--- config.mk ---
export PLATFORM = sky130hd
export DESIGN_NAME = mdu_wb
export DESIGN_NICKNAME = d
export VERILOG_FILES = /design/src/rtl/mdu_wb.sv
export SDC_FILE = /design/constraint.sdc
export NUM_CORES = 1
export LEC_CHECK = 0
export BUFFER_PORTS_ARGS = -buffer_cell sky130_fd_sc_hd__clkbuf_2
export CAP_MARGIN = 10
export CELL_PAD_IN_SITES_DETAIL_PLACEMENT = 1
export CELL_PAD_IN_SITES_GLOBAL_PLACEMENT = 2
export CORE_MARGIN = 10
export CORE_UTILIZATION = 40
export DETAILED_ROUTE_END_ITERATION = 10
export PLACE_DENSITY = 0.9
export REMOVE_ABC_BUFFERS = 1
export SYNTH_ARGS = -nofsm -noshare
export SYNTH_HDL_FRONTEND = slang
export SYNTH_SLANG_ARGS = --single-unit
--- constraint.sdc ---
create_clock -name clk -period 7.8 [get_ports clk]
set_input_delay 1.56 -clock clk [delete_from_list [all_inputs] [get_ports clk]]
set_output_delay 1.56 -clock clk [all_outputs]
set_load 0.01 [all_outputs]
--- src/rtl/mdu_wb.sv ---
// Iterative unsigned multiply/divide unit: one result bit per clock, result
// delivered to the register-file write port through a request/grant handshake.
module mdu_wb #(
    parameter int W  = 16,
    parameter int AW = 2
) (
    input  logic          clk,
    input  logic          rst,
    input  logic          start,
    input  logic [1:0]    op,
    input  logic [W-1:0]  a,
    input  logic [W-1:0]  b,
    input  logic [AW-1:0] dst,
    output logic          busy,
    output logic          we,
    output logic [AW-1:0] wad,
    output logic [W-1:0]  wd,
    input  logic          wb_gnt
);

    localparam int CW = $clog2(W);

    localparam logic [1:0] IDLE = 2'd0;
    localparam logic [1:0] RUN  = 2'd1;
    localparam logic [1:0] WB   = 2'd2;

    localparam logic [1:0] OP_MUL  = 2'd0;
    localparam logic [1:0] OP_MULH = 2'd1;
    localparam logic [1:0] OP_DIVU = 2'd2;
    localparam logic [1:0] OP_REMU = 2'd3;

    logic [1:0]     state;
    logic [CW-1:0]  cnt;
    logic [1:0]     opr;
    logic [AW-1:0]  dreg;
    logic [W-1:0]   opb;
    logic [2*W-1:0] prod;
    logic [W:0]     rem;
    logic [W-1:0]   quo;

    logic [W:0]     psum;
    logic [2*W-1:0] prod_nx;
    logic [W:0]     rsh;
    logic [W:0]     rdiff;
    logic [W-1:0]   qsh;
    logic [W:0]     rem_nx;
    logic [W-1:0]   quo_nx;
    logic [W-1:0]   res;

    // Multiply: the low half of prod starts as the multiplier and drains out
    // to the right as the partial product grows into the upper half.
    always_comb begin
        psum    = {1'b0, prod[2*W-1:W]} + (prod[0] ? {1'b0, opb} : {(W+1){1'b0}});
        prod_nx = {psum, prod[W-1:1]};
    end

    // Restoring division; rem carries one extra bit so the shifted-in value
    // can exceed W bits before the compare.
    always_comb begin
        rsh   = {rem[W-1:0], quo[W-1]};
        qsh   = {quo[W-2:0], 1'b0};
        rdiff = rsh - {1'b0, opb};
        if (rsh >= {1'b0, opb}) begin
            rem_nx = rdiff;
            quo_nx = {qsh[W-1:1], 1'b1};
        end else begin
            rem_nx = rsh;
            quo_nx = qsh;
        end
    end

    // Result is taken from the final iteration's next-state values so it can
    // be registered on the same edge that enters WB.
    always_comb begin
        res = '0;
        case (opr)
            OP_MUL:  res = prod_nx[W-1:0];
            OP_MULH: res = prod_nx[2*W-1:W];
            OP_DIVU: res = quo_nx;
            OP_REMU: res = rem_nx[W-1:0];
            default: res = '0;
        endcase
    end

    always_ff @(posedge clk or posedge rst) begin
        if (rst) begin
            state <= IDLE;
            cnt   <= '0;
            opr   <= '0;
            dreg  <= '0;
            opb   <= '0;
            prod  <= '0;
            rem   <= '0;
            quo   <= '0;
            wad   <= '0;
            wd    <= '0;
        end else begin
            case (state)
                IDLE: begin
                    if (start) begin
                        opr   <= op;
                        dreg  <= dst;
                        opb   <= b;
                        prod  <= {{W{1'b0}}, a};
                        rem   <= '0;
                        quo   <= a;
                        cnt   <= CW'(W - 1);
                        state <= RUN;
                    end
                end
                RUN: begin
                    if (opr[1]) begin
                        rem <= rem_nx;
                        quo <= quo_nx;
                    end else begin
                        prod <= prod_nx;
                    end
                    if (cnt == '0) begin
                        wd    <= res;
                        wad   <= dreg;
                        state <= WB;
                    end else begin
                        cnt <= cnt - 1'b1;
                    end
                end
                WB: begin
                    if (wb_gnt)
                        state <= IDLE;
                end
                default: state <= IDLE;
            endcase
        end
    end

    assign busy = (state != IDLE);
    assign we   = (state == WB);

endmodule

==> results.md <==
- Status: finished clean
- Syn Inst Count: 778
- Max Root-Sink Buffers: 2
- Count leader, synth: nand2_1
- Clk slew on worst S/H paths: 0.07 ns
- Ys async rst share: 1.00
- Max cap viols: 0
- Post-Syn Area: 6770 um2
- Per-cell routed wire length: 21.5 um
- Input/output buffers: 59
- Worst EP required: 8.07 ns
- Critical setup path kind: reg -> reg
- Worst min path class: reg -> reg
- Top post-synthesis cells by area: dfrtp_1 40%, nand2_1 8.0%, ha_1 6.1%
- Relative slew slack: 0.279
- # DRC: 0
- List of most frequent post-synthesis cells: 145 x nand2_1, 108 x dfrtp_1, 56 x o21ai_0
- Synth cell types: 72
- Storage cell area: 2700 um2
- Fin nets: 893
- Fin area: 7520 um2
- Core outline area: 16600 um2
- Number of synthesized register bits: 108
- Seq/Total Area, Yosys: 0.399
- Initial antenna violation count: 0
- DP Area: 7240 um2
- RePlAce Congestion: 0.866
- Pins over their slew limit: 0
- Maximum vdd ir drop: 0.000173 V
- Vias in the first global route: 6605
- Global-route usage over all layers: 0.202
- Area delta synth->final: 11.2%
- Starting Density: 0.408
- Max Fclk: 0.310 GHz
- R2R Setup Slk: 4.57 ns
- H-tree Lvls: 3
- CP Launch Type: flip-flop
- ANT cells: 0
- WL final: 22400 um
- Area of the multi-input gates: 3770 um2
- Worst-path maximum fanout: 5
- Drt via density: 5.94
- Setup violations, final: 0
- Unrepaired setup endpoints after global routing: false
- Warnings from Yosys: 0
- Syn_area_per_cell: 8.70 um2
- First drt pass iteration count: 5
- Sink Count: 108
- Clock Skew: 0.00956 ns
- Final Hold Fails: 0
- First-pass GRT wire length: 36200 um
- TNS Setup: 0 ns
- Crit path arrival time: 3.50 ns
- Hold Buf Count CTS: 0
- Slew @ Worst Pin: 1.07 ns
- I/O Pins: 60
- Power Dens Cells: 543 nW/um2
- Die W: 150 um
- CTS Buf Count: 9
- CTS tree: built
- FP Rows: 47
- Root Buffer: clkbuf_16
- Initial drt markers: 348
- Routed Antenna Nets: 0
- Share of cells above drive strength 1: 0.144
- Overflow after GRT: 0
- Period utilization: 0.414
- Pin count of the biggest net entering global routing: 56
- Vias: 6194
- Share of the synthesized area in the top cell type: 0.399
- # fillers: 2027
- Final HPWL DP: 16900 um
- Post-CTS resize count: 0
- Synth area leader: dfrtp_1
- Crit path time final: 3.23 ns
- Die height: 150 um
- Ys flop type: dfrtp_1
- Static leakage: 0.00346 uW
- Postcts setup bufs: 0
- Die area: 22500 um2
- Critical Path Sink Type: flip-flop
- Post-synth EDFFs: 0
- Worst-Skew Late Latency: 0.37 ns
path summary, 6_finish.rpt:
kind | from | to | cells after the start
hold / removal | dreg[0] | wad[0] | 2
hold reg to reg | dreg[0] | wad[0] | 2
setup / recovery | quo[15] | wd[10] | 10
min in group asynchronous | rst | prod[4] | 2
setup reg to reg | quo[15] | wd[10] | 10
max in group asynchronous | rst | wd[12] | 3
layout by cell type (no fill, tap or decap), types with 11 or more instances in the layout:
cell,n
nand3_1,13
a21oi_1,31
a31oi_1,28
a211oi_1,14
dfrtp_1,108
a22o_1,12
a22oi_1,15
mux2i_1,11
o21ai_0,56
and2_1,24
ha_1,33
nor2_1,49
inv_1,31
nor3_1,16
clkbuf_2,59
nand2_1,145
through the flow:
step	cells	utilization	setup WS [ns]	power (uW)	hold slack, ns
after floorplan	738	-	3.39	2810	0.439
after global placement	1027	0.437	4.71	3470	0.454
after detailed placement	1027	0.437	4.58	3610	0.467
after CTS	1042	0.454	4.61	4090	0.485
after global routing	1042	0.454	4.41	4420	0.511
final	1042	0.454	4.57	4080	0.475
logic make-up after synthesis:
group | Yosys count | synth area share
AO/OA/AOI/OAI | 234 | 0.241
flip-flops | 108 | 0.399
buffers and inverters | 72 | 0.0440
adder cells (fa/ha/maj) | 35 | 0.0669
multiplexers | 16 | 0.0246
XOR/XNOR | 19 | 0.0246
AND/OR/NAND/NOR | 294 | 0.199
area by class of cell:
cell class / instances / area share
repair buffers: 69 / 0.0492
well taps: 220 / 0.0366
clock buffers: 11 / 0.0336
flip-flops and latches: 108 / 0.359
clock inverters: 4 / 0.00399
inverters: 32 / 0.0163
multi-input cells: 598 / 0.501
critical path, stage by stage (launching register included):
cell and delay, ns:
dfrtp_1 0.41, inv_1 0.08, ha_1 0.21, fa_1 0.23, nand2b_1 0.17, a211oi_1 0.12
o41ai_1 0.94, a21boi_0 0.23, a211oi_1 0.36, o21ai_0 0.16, a31oi_1 0.22
per-layer routing:
metal / part of all wire / wire length (um) / vias to the layer above / GRT usage
li1: - / - / 2875 / -
met1: 0.44 / 9880 / 3144 / 0.263
met2: 0.49 / 11000 / 131 / 0.329
met3: 0.036 / 803 / 44 / 0.0223
met4: 0.034 / 772 / 0 / 0.0986
met5: 0 / 0 / - / 0
flip-flops by register name (all words and copies together), names as in the netlist:
signal,flops
wad,2
state,2
quo,16
opb,16
opr,2
wd,16
prod,32
cnt,4
dreg,2
rem,16
where the power goes:
part	leakage, uW	switching [uW]	internal, uW
sequential	0.00133	220	828
clock	0.000138	224	235
combinational	0.00200	1600	975
(Power assumes the default switching activity.)
